===== src/rtl/qspi_wr_arbiter.sv =====
// qspi_wr_arbiter: tags QSPI write-burst words with their memory addresses, buffers them in a
// first-word-fall-through FIFO and shares the 16-bit memory write port with requester B using
// a watermark-aware round-robin. hClk domain, downstream of the QSPI synchronizer.
module qspi_wr_arbiter #(
  parameter int unsigned ADDR_W    = 18,
  parameter int unsigned FIFO_AW   = 5,
  parameter int unsigned HI_WATER  = 24,
  parameter int unsigned MAX_Q_RUN = 8
) (
  input  logic              hClk,
  input  logic              hRst_n,
  input  logic              hdr_valid,
  input  logic              hdr_cmd,
  input  logic [31:0]       hdr_addr,
  input  logic [9:0]        hdr_len,
  input  logic              dat_valid,
  input  logic [15:0]       dat,
  input  logic              b_req,
  input  logic [ADDR_W-1:0] b_addr,
  input  logic [15:0]       b_data,
  output logic              b_ack,
  output logic              mem_we,
  output logic [ADDR_W-1:0] mem_addr,
  output logic [15:0]       mem_wdata,
  input  logic              mem_ready,
  output logic              busy,
  output logic              ovf,
  output logic              trunc,
  output logic [7:0]        drop_cnt,
  input  logic              clr_status
);

  localparam int unsigned Depth  = 2 ** FIFO_AW;
  localparam int unsigned EntW   = ADDR_W + 16;
  localparam int unsigned LevelW = FIFO_AW + 1;
  localparam int unsigned QRunW  = $clog2(MAX_Q_RUN + 1);

  localparam logic [LevelW-1:0] LevelFull = LevelW'(Depth);
  localparam logic [LevelW-1:0] HiWater   = LevelW'(HI_WATER);
  localparam logic [QRunW-1:0]  QRunMax   = QRunW'(MAX_Q_RUN);

  typedef enum logic [1:0] {StIdle, StWrQ, StWrB} arb_state_e;

  // Header address bits above ADDR_W are deliberately ignored.
  logic [31:0] unused_hdr_addr;
  assign unused_hdr_addr = hdr_addr;

  // ---------------------------------------------------------------------------------------------
  // Input side: burst tracking and address tagging
  // ---------------------------------------------------------------------------------------------
  logic [ADDR_W-1:0] wr_ptr_addr_q, wr_ptr_addr_d, cur_addr;
  logic [9:0]        in_left_q, in_left_d, cur_left;
  logic              hdr_wr, word_in, fifo_full, push, drop;
  logic              ovf_q, trunc_q;
  logic [7:0]        drop_cnt_q;

  // FIFO state
  logic [EntW-1:0]    fifo_mem [Depth];
  logic [FIFO_AW-1:0] wr_idx_q, rd_idx_q, rd_idx_nxt;
  logic [LevelW-1:0]  level_q, level_d, level_post;
  logic [EntW-1:0]    cand_entry;
  logic               pop;

  // Arbiter state
  arb_state_e        state_q, state_d;
  logic              last_grant_b_q, last_b_post;
  logic [QRunW-1:0]  q_run_q, q_run_post;
  logic              accept_q, accept_b, rearb, q_cand, b_cand, pick_q, pick_b;
  logic              mem_we_q, mem_we_d;
  logic [ADDR_W-1:0] mem_addr_q, mem_addr_d;
  logic [15:0]       mem_wdata_q, mem_wdata_d;

  // A same-cycle header is applied before the data word, so the word sees the new burst.
  always_comb begin
    hdr_wr        = hdr_valid & ~hdr_cmd & (hdr_len != 10'd0);
    cur_left      = hdr_wr ? hdr_len : in_left_q;
    cur_addr      = hdr_wr ? hdr_addr[ADDR_W-1:0] : wr_ptr_addr_q;
    word_in       = dat_valid & (cur_left != 10'd0);
    fifo_full     = (level_q == LevelFull);
    push          = word_in & ~fifo_full;
    drop          = dat_valid & ~push;
    // Pointer and count advance even on overflow drops so later words keep correct addresses.
    in_left_d     = cur_left - {9'd0, word_in};
    wr_ptr_addr_d = cur_addr + ADDR_W'(word_in);
  end

  // Burst pointer and remaining-word count.
  always_ff @(posedge hClk or negedge hRst_n) begin
    if (!hRst_n) begin
      wr_ptr_addr_q <= '0;
      in_left_q     <= '0;
    end else begin
      wr_ptr_addr_q <= wr_ptr_addr_d;
      in_left_q     <= in_left_d;
    end
  end

  // Sticky status; clear has priority over any same-cycle set or increment.
  always_ff @(posedge hClk or negedge hRst_n) begin
    if (!hRst_n) begin
      ovf_q      <= 1'b0;
      trunc_q    <= 1'b0;
      drop_cnt_q <= '0;
    end else if (clr_status) begin
      ovf_q      <= 1'b0;
      trunc_q    <= 1'b0;
      drop_cnt_q <= '0;
    end else begin
      if (word_in && fifo_full) begin
        ovf_q <= 1'b1;
      end
      if (hdr_wr && (in_left_q != 10'd0)) begin
        trunc_q <= 1'b1;
      end
      if (drop && (drop_cnt_q != 8'hFF)) begin
        drop_cnt_q <= drop_cnt_q + 8'd1;
      end
    end
  end

  // ---------------------------------------------------------------------------------------------
  // Tagged-word FIFO (first-word-fall-through)
  // ---------------------------------------------------------------------------------------------

  // Storage needs no reset; validity is tracked by the pointers and level.
  always_ff @(posedge hClk) begin
    if (push) begin
      fifo_mem[wr_idx_q] <= {cur_addr, dat};
    end
  end

  // Head selection: after a pop the next candidate is the entry behind the current head.
  always_comb begin
    rd_idx_nxt = rd_idx_q + 1'b1;
    cand_entry = pop ? fifo_mem[rd_idx_nxt] : fifo_mem[rd_idx_q];
    level_d    = level_q + LevelW'(push) - LevelW'(pop);
  end

  // FIFO pointers and occupancy.
  always_ff @(posedge hClk or negedge hRst_n) begin
    if (!hRst_n) begin
      wr_idx_q <= '0;
      rd_idx_q <= '0;
      level_q  <= '0;
    end else begin
      if (push) begin
        wr_idx_q <= wr_idx_q + 1'b1;
      end
      if (pop) begin
        rd_idx_q <= rd_idx_nxt;
      end
      level_q <= level_d;
    end
  end

  // ---------------------------------------------------------------------------------------------
  // Arbiter
  // ---------------------------------------------------------------------------------------------

  // Acceptance and post-acceptance arbitration inputs. B's own accept cycle excludes B, since
  // its b_req is still the request being acknowledged.
  always_comb begin
    accept_q   = (state_q == StWrQ) & mem_ready;
    accept_b   = (state_q == StWrB) & mem_ready;
    pop        = accept_q;
    level_post = level_q - LevelW'(pop);
    q_cand     = (level_post != '0);
    b_cand     = b_req & ~accept_b;
    rearb      = (state_q == StIdle) | accept_q | accept_b;

    if (accept_b) begin
      last_b_post = 1'b1;
    end else if (accept_q) begin
      last_b_post = 1'b0;
    end else begin
      last_b_post = last_grant_b_q;
    end

    if (accept_b || !b_req) begin
      q_run_post = '0;
    end else if (accept_q && (q_run_q != QRunMax)) begin
      q_run_post = q_run_q + 1'b1;
    end else begin
      q_run_post = q_run_q;
    end

    pick_q = 1'b0;
    pick_b = 1'b0;
    if (rearb) begin
      if (q_cand && b_cand) begin
        if (q_run_post == QRunMax) begin
          pick_b = 1'b1;
        end else if (level_post >= HiWater) begin
          pick_q = 1'b1;
        end else if (last_b_post) begin
          pick_q = 1'b1;
        end else begin
          pick_b = 1'b1;
        end
      end else if (q_cand) begin
        pick_q = 1'b1;
      end else if (b_cand) begin
        pick_b = 1'b1;
      end
    end
  end

  // State register.
  always_ff @(posedge hClk or negedge hRst_n) begin
    if (!hRst_n) begin
      state_q <= StIdle;
    end else begin
      state_q <= state_d;
    end
  end

  // Next state: hold in WR_x until accepted, otherwise follow the arbitration pick.
  always_comb begin
    state_d = state_q;
    if (rearb) begin
      if (pick_q) begin
        state_d = StWrQ;
      end else if (pick_b) begin
        state_d = StWrB;
      end else begin
        state_d = StIdle;
      end
    end
  end

  // Output next-values: load the winner on grant, drop mem_we when nothing is left.
  always_comb begin
    mem_we_d    = mem_we_q;
    mem_addr_d  = mem_addr_q;
    mem_wdata_d = mem_wdata_q;
    if (rearb) begin
      if (pick_q) begin
        mem_we_d    = 1'b1;
        mem_addr_d  = cand_entry[EntW-1:16];
        mem_wdata_d = cand_entry[15:0];
      end else if (pick_b) begin
        mem_we_d    = 1'b1;
        mem_addr_d  = b_addr;
        mem_wdata_d = b_data;
      end else begin
        mem_we_d    = 1'b0;
      end
    end
  end

  // Registered write port and round-robin history.
  always_ff @(posedge hClk or negedge hRst_n) begin
    if (!hRst_n) begin
      mem_we_q       <= 1'b0;
      mem_addr_q     <= '0;
      mem_wdata_q    <= '0;
      last_grant_b_q <= 1'b1;
      q_run_q        <= '0;
    end else begin
      mem_we_q       <= mem_we_d;
      mem_addr_q     <= mem_addr_d;
      mem_wdata_q    <= mem_wdata_d;
      last_grant_b_q <= last_b_post;
      q_run_q        <= q_run_post;
    end
  end

  assign b_ack     = accept_b;
  assign mem_we    = mem_we_q;
  assign mem_addr  = mem_addr_q;
  assign mem_wdata = mem_wdata_q;
  assign busy      = (level_q != '0) | mem_we_q | (in_left_q != 10'd0);
  assign ovf       = ovf_q;
  assign trunc     = trunc_q;
  assign drop_cnt  = drop_cnt_q;

endmodule


===== config.mk =====
export PLATFORM = sky130hd
export DESIGN_NAME = qspi_wr_arbiter
export DESIGN_NICKNAME = d
export VERILOG_FILES = /design/src/rtl/qspi_wr_arbiter.sv
export SDC_FILE = /design/constraint.sdc
export NUM_CORES = 2
export LEC_CHECK = 0
export CAP_MARGIN = 0
export CELL_PAD_IN_SITES_DETAIL_PLACEMENT = 1
export CELL_PAD_IN_SITES_GLOBAL_PLACEMENT = 1
export CORE_MARGIN = 2
export CORE_UTILIZATION = 30
export CTS_CLUSTER_SIZE = 30
export DETAILED_ROUTE_END_ITERATION = 16
export GPL_TIMING_DRIVEN = 0
export PLACE_DENSITY = 0.52
export SLEW_MARGIN = 30
export SYNTH_ARGS = -nofsm -noshare
export SYNTH_HDL_FRONTEND = slang
export SYNTH_SLANG_ARGS = --single-unit

===== constraint.sdc =====
create_clock -name hClk -period 6.1 [get_ports hClk]
set_input_delay 1.22 -clock hClk [delete_from_list [all_inputs] [get_ports hClk]]
set_output_delay 1.22 -clock hClk [all_outputs]
set_load 0.02 [all_outputs]

* Word-level counts from Yosys, hierarchy flattened
Memories as Yosys holds them, arrays and structs flattened.
Cells that the tools add are included.
** Storage, ports and cells
- Word-level logic and storage cells :: 101
- Input port bits :: 100
- Bits in latches :: 0
- Memories kept :: 1
- RAM bits :: 1088
- Flip-flop bits (word level) :: 96
- Bits in read-only memories :: 0
** Memory list
- fifo_mem :: depth 32, width 34, read ports 2, clocked after Yosys merged registers in 0, wr ports 1, RTL line 58 : logic [EntW-1:0] fifo_mem [Depth];
** Operators by class
- Divide/modulo/power cells :: 0
- $lt $le $gt $ge :: 1
- Equal/unequal tests :: 6
- Bitwise logic cells :: 16
- Reductions and logical operators :: 18
- Shifts and indexed selects :: 0
- Mux-type cells :: 36
- Add/sub/neg operators :: 9
- Multipliers :: 0
** Operator list (count)
- 18-bit 2-to-1 mux :: 3
- 34-bit 2-to-1 mux :: 1
- 16-bit 2-to-1 mux :: 2
- 10-bit nonzero test :: 3
- 1-bit 2-to-1 mux :: 23
- 18-bit by 1-bit adder with 18-bit output :: 1
- 8-bit 2-to-1 mux :: 2
- 6-bit nonzero test :: 2
- 6-bit by 1-bit subtractor with 6-bit output :: 2
- 5-bit by 1-bit adder with 5-bit output (second input constant) :: 2
- 10-bit 2-to-1 mux :: 1
- 10-bit by 1-bit subtractor with 10-bit output :: 1
- 8-bit by 1-bit adder with 8-bit output (second input constant) :: 1
- 1-bit AND :: 8
- 4-bit 2-to-1 mux :: 2
- 8-bit != test (second input constant) :: 1
- 2-bit nonzero test :: 4
- 6-bit by 1-bit adder with 6-bit output :: 1
- 6-bit equality test (second input constant) :: 1
- 6-bit by 5-bit greater-or-equal comparator with 1-bit output (second input constant) :: 1
- 1-bit logical AND :: 5
- 4-bit by 1-bit adder with 4-bit output (second input constant) :: 1
- 4-bit equality test (second input constant) :: 1
- 2-bit 2-to-1 mux :: 2
- other kinds (9) :: 15

* Logic depth before layout (Yosys ltp)
- Word-level depth :: 12
- Gate-level depth with buffers :: 13

* Worst setup path after synthesis
Ideal clock, no wire load.
- Path kind :: input -> register
- From :: in hdr_valid
- To :: mem fifo_mem[31][0] in the netlist's numbering, enable pin
- Stages on the path :: 8
- Data arrival time :: 4.005 ns
- Setup time :: 0.425 ns
- Required time :: 5.675 ns
- Slack :: 1.670 ns
- Cells stage by stage :: nor2b_1 o41a_1 o41a_1 nor2b_1 buf_6 nand2_2 buf_6 nor2_1
** On the way
- Word-level cells in the longest chain between the ends :: 8
** RTL lines
- from (decl) :: RTL line 12 : input logic hdr_valid,
- 1-bit AND (2 in a row) :: RTL line 75 : hdr_wr = hdr_valid & ~hdr_cmd & (hdr_len != 10'd0);
- 10-bit 2-to-1 mux :: RTL line 76 : cur_left = hdr_wr ? hdr_len : in_left_q;
- 10-bit nonzero test :: RTL line 78 : word_in = dat_valid & (cur_left != 10'd0);
- 1-bit AND :: RTL line 78
- 1-bit AND :: RTL line 80 : push = word_in & ~fifo_full;
- 1-bit 2-to-1 mux :: RTL line 127 : if (push) begin
- 1-bit 2-to-1 mux (not written as such) :: RTL line 128 : fifo_mem[wr_idx_q] <= {cur_addr, dat};
- to (decl) :: RTL line 58
No other way between the ends.

* Final worst setup path
- From :: in mem_ready
- To :: reg mem_addr_q[6] (netlist: mem_addr[6])
** On the way
- Word-level cells in the longest chain between the ends :: 10
- Elaborated cells between the ends (all ways) :: 34
- Classes of those cells :: add/sub: 1; order compare: 1; eq/ne: 1; mux: 19; bitwise: 6; reduce/logical: 6
** RTL lines
- from (decl) :: RTL line 25 : input logic mem_ready,
- parallel branches: the longest is 10 deep, another holds 6-bit by 1-bit subtractor with 6-bit output
- to (signal assigned) :: RTL line 261 : mem_addr_q <= mem_addr_d;
- to (decl) :: RTL line 70 : logic [ADDR_W-1:0] mem_addr_q, mem_addr_d;
Parallel ways; which one is timed is not known.
A chain may end at the register's enable or synchronous reset.

==> metrics.md <==
| Metric | Value |
|---|---|
| Final hold viol count | `0` |
| Synth top area share | `58.5%` |
| Crit path max fanout | `10` |
| Synth area leaders | `edfxtp_1, mux4_2, dfrtp_1` |
| Worst R2R Setup Slack | `830 ps` |
| Unrepaired setup endpoints after global routing | `false` |
| TritonCTS buffer count | `around 140` |
| Post-CTS Repair Setup Buffers | `0` |
| Async SR Flop Fraction | `8.11%` |
| Int Power | `21100 uW` |
| Nets@finish | `3837` |
| Register share of total power | `28.6%` |
| Switching power | `14200 uW` |
| Crit path launch type | `input port` |
| Worst VDD drop | `0.351 mV` |
| Initial antenna violation count | `6` |
| Post-synth EDFFs | `1088` |
| Hold buffers post-CTS | `0` |
| RR Startpoint | `rd_idx_q[3]` |
| Most common flop cell mapped by yosys | `edfxtp_1` |
| Vias in the first global route | `36400` |
| Worst-margin pin slew | `1070 ps` |
| Detailed placer's ending HPWL | `155000 um` |
| Clock H-tree levels | `4` |
| Starting DRT DRC Count | `3370` |
| Critical path buffers and inverters | `4` |
| Critical Path AT | `6330 ps` |
| Syn_nets | `roughly 3500` |
| DRC Markers | `0` |
| Placed Cells | `between 6000 and 7000` |
| CTS tree | `done` |
| Clock Latency Late Sink | `800 ps` |
| Placer Congestion | `0.844` |
| Drt first pass iters | `6` |
| Post-CTS Resized | `0` |
| DR vias | `35000` |
| Cell taking the most area after synthesis | `edfxtp_1` |
| Final setup vio count | `0` |
| #FFs+latches synth | `1184` |
| Max cap viols | `0` |
| Crit-path cells | `clkdlybuf4s50_1, nand3b_1, clkinv_1, ha_1, a21bo_2, a221oi_1, o21ai_0, o21a_1, and2_1, clkbuf_2, clkbuf_2, nor3_1, nor3_1` |
| HP Class | `in2async` |
| Max_slew headroom | `28.5%` |
| Pwr dens | `524 nW/um2` |
| Post-synthesis sequential area ratio | `roughly 63%` |
| Area grow syn2layout | `20.6%` |
| Final setup TNS | `0 ps` |
| Fin. max-slew vios | `0` |
| Clock Skew | `28.5 ps` |
| Finished layout cell area | `67400 um2` |
| Routed len/inst | `33.7 um` |
| Net Sw Frac | `40.3%` |
| Width of the die | `436 um` |
| Cell Area, Placed | `about 63000 um2` |
| # port buffers | `131` |
| CP Capture Point | `mem_addr[6]` |
| R2r worst-path depth | `11` |
| Multi-input logic area | `19800 um2` |
| Share of cells above drive strength 1 | `27.2%` |
| Antenna-violating nets left | `0` |
| Largest net degree at the start of global routing | `50` |
| Post-route clock period utilization | `between 90% and 100%` |
| Yosys cell types | `65` |
| WP depth | `13` |
| Layout Cells excl Fill | `6311` |
| Yosys warning total | `0` |
| Critical Path Max Stage Delay | `~900 ps` |
| Outcome | `finished clean` |
| Comb pwr share | `47.7%` |
| Starting Density | `30.2%` |
| CP delay by family, top | `buffers and inverters` |
| Crit-path slowest cell | `nor3_1` |
| DR vias/cell | `between 5 and 6` |
| CTS max path bufs | `3` |
| Critical path endpoint category | `register` |
| DRT Wirelength | `213000 um` |
| Syn Std Cell Area | `around 56000 um2` |
| Clock power share | `23.7%` |
| I/O pin count | `between 100 and 150` |
| Reg-to-reg endpoint | `mem_wdata[6]` |
| Rows | `approximately 160` |
| Min Tclk post-route | `5680 ps` |
| Number of fill cells in the layout | `between 15000 and 20000` |
| Clock Sinks | `1184` |
| Leak Pwr | `0.0226 uW` |
| Root buf cell | `clkbuf_16` |
| Critical path class | `in2reg` |
| Critical Path RT | `6750 ps` |
| GRT Residual Overflow | `0` |
| FF+latch area | `35100 um2` |
| Die height | `436 um` |
| Worst Setup SP | `mem_ready` |
| Mapped Cells | `3345` |
| Core ar. | `185000 um2` |
| GRT Total Usage | `~22%` |
| Highest clock rate | `176 MHz` |
| Clock transition at path regs | `roughly 60 ps` |
| Global-route wire length before repair | `between 200000 and 300000 um` |
| Post-synthesis area per instance | `16.7 um2` |
| Full die area | `190000 um2` |
## flip-flops by register name (all words and copies together) (netlist names)
signal and count:
level_q 6, mem_wdata 16, wr_ptr_addr_q 18, fifo_mem 1088, wr_idx_q 5, state_q 2
mem_we 1, q_run_q 4, in_left_q 10, ovf 1, trunc 1, last_grant_b_q 1
drop_cnt 8, rd_idx_q 5, mem_addr 18
## kinds of logic after synthesis
group,Yosys count,synth area share (%)
xor+xnor,49,0.768
mux,701,23.5
compound gates,297,3.85
flops,1184,62.8
buf+inv,316,2.37
simple gates,771,6.14
fa+ha+maj,27,0.618
## through the flow
step / util [%] / total power [uW] / hold WS [ps] / setup WS (ps)
floorplan: - / 20200 / 513 / 1670
global placement: 32.5 / 26700 / 471 / -2610
detailed placement: 33.9 / 27200 / 483 / -358
CTS: 36.4 / 35600 / 309 / 506
global route: 36.4 / 36800 / 359 / 438
finish: 36.4 / 35300 / 348 / 416
## routing by layer
metal  vias to the layer above  wire length [um]  GRT usage [%]
li1                      14400                 -              -
met1                     19100             89000           29.8
met2                      1292            102000           36.4
met3                       277             13800           3.64
met4                         0              7580           7.97
met5                         -                 0              0
## placed cells by master, fill, tap and decap left out, types with 88 or more instances in the layout
master              n
mux2i_1           182
edfxtp_1         1088
clkbuf_1          106
dfrtp_1            95
clkbuf_16         146
a22oi_1            89
nand2_1           367
clkdlybuf4s50_1   114
buf_2             128
nand3_1            88
mux4_2            483
## power by group through the flow
stage	logic, uW	clock network [uW]	registers [uW]
detailed placement	16900	0	10300
global route	17800	8800	10200
global placement	16400	0	10300
CTS	17000	8510	10100
floorplan	9880	0	10300
finish	16800	8350	10100
## final cells by class
cell class	count	share of cell area, %
Clock inverter	58	0.793
Tap cell	2480	4.60
Timing Repair Buffer	222	5.12
Inverter	82	0.457
Multi-Input combinational cell	1845	29.4
Sequential cell	1184	52.0
Buffer	234	1.60
Antenna cell	7	0.0260
Clock buffer	199	5.91
## synthesized netlist by cell type, drive strengths merged (32+ instances only)
cell,instances
o22ai,32
nor3,69
mux2i,182
mux2,36
xnor2,35
nand4,43
mux4,483
nor2,114
dfrtp,95
buf,132
nor4,32
edfxtp,1088
clkbuf,102
nand2,380
o21ai,55
nand3,88
inv,81
a22oi,89
## how the worst min path moves through the flow
stage,startpoint,endpoint,slack (ps),depth (start not counted)
2_1_floorplan,state_q[0],state_q[0],510,2
3_3_place_gp,mem_wdata[15],mem_wdata[15],470,2
3_5_place_dp,mem_wdata[15],mem_wdata[15],480,2
4_1_cts,hRst_n,wr_ptr_addr_q[6],310,1
5_1_grt,hRst_n,drop_cnt[7],360,1
6_report,hRst_n,drop_cnt[7],350,1
No activity file was read; power rests on OpenSTA's default activity.
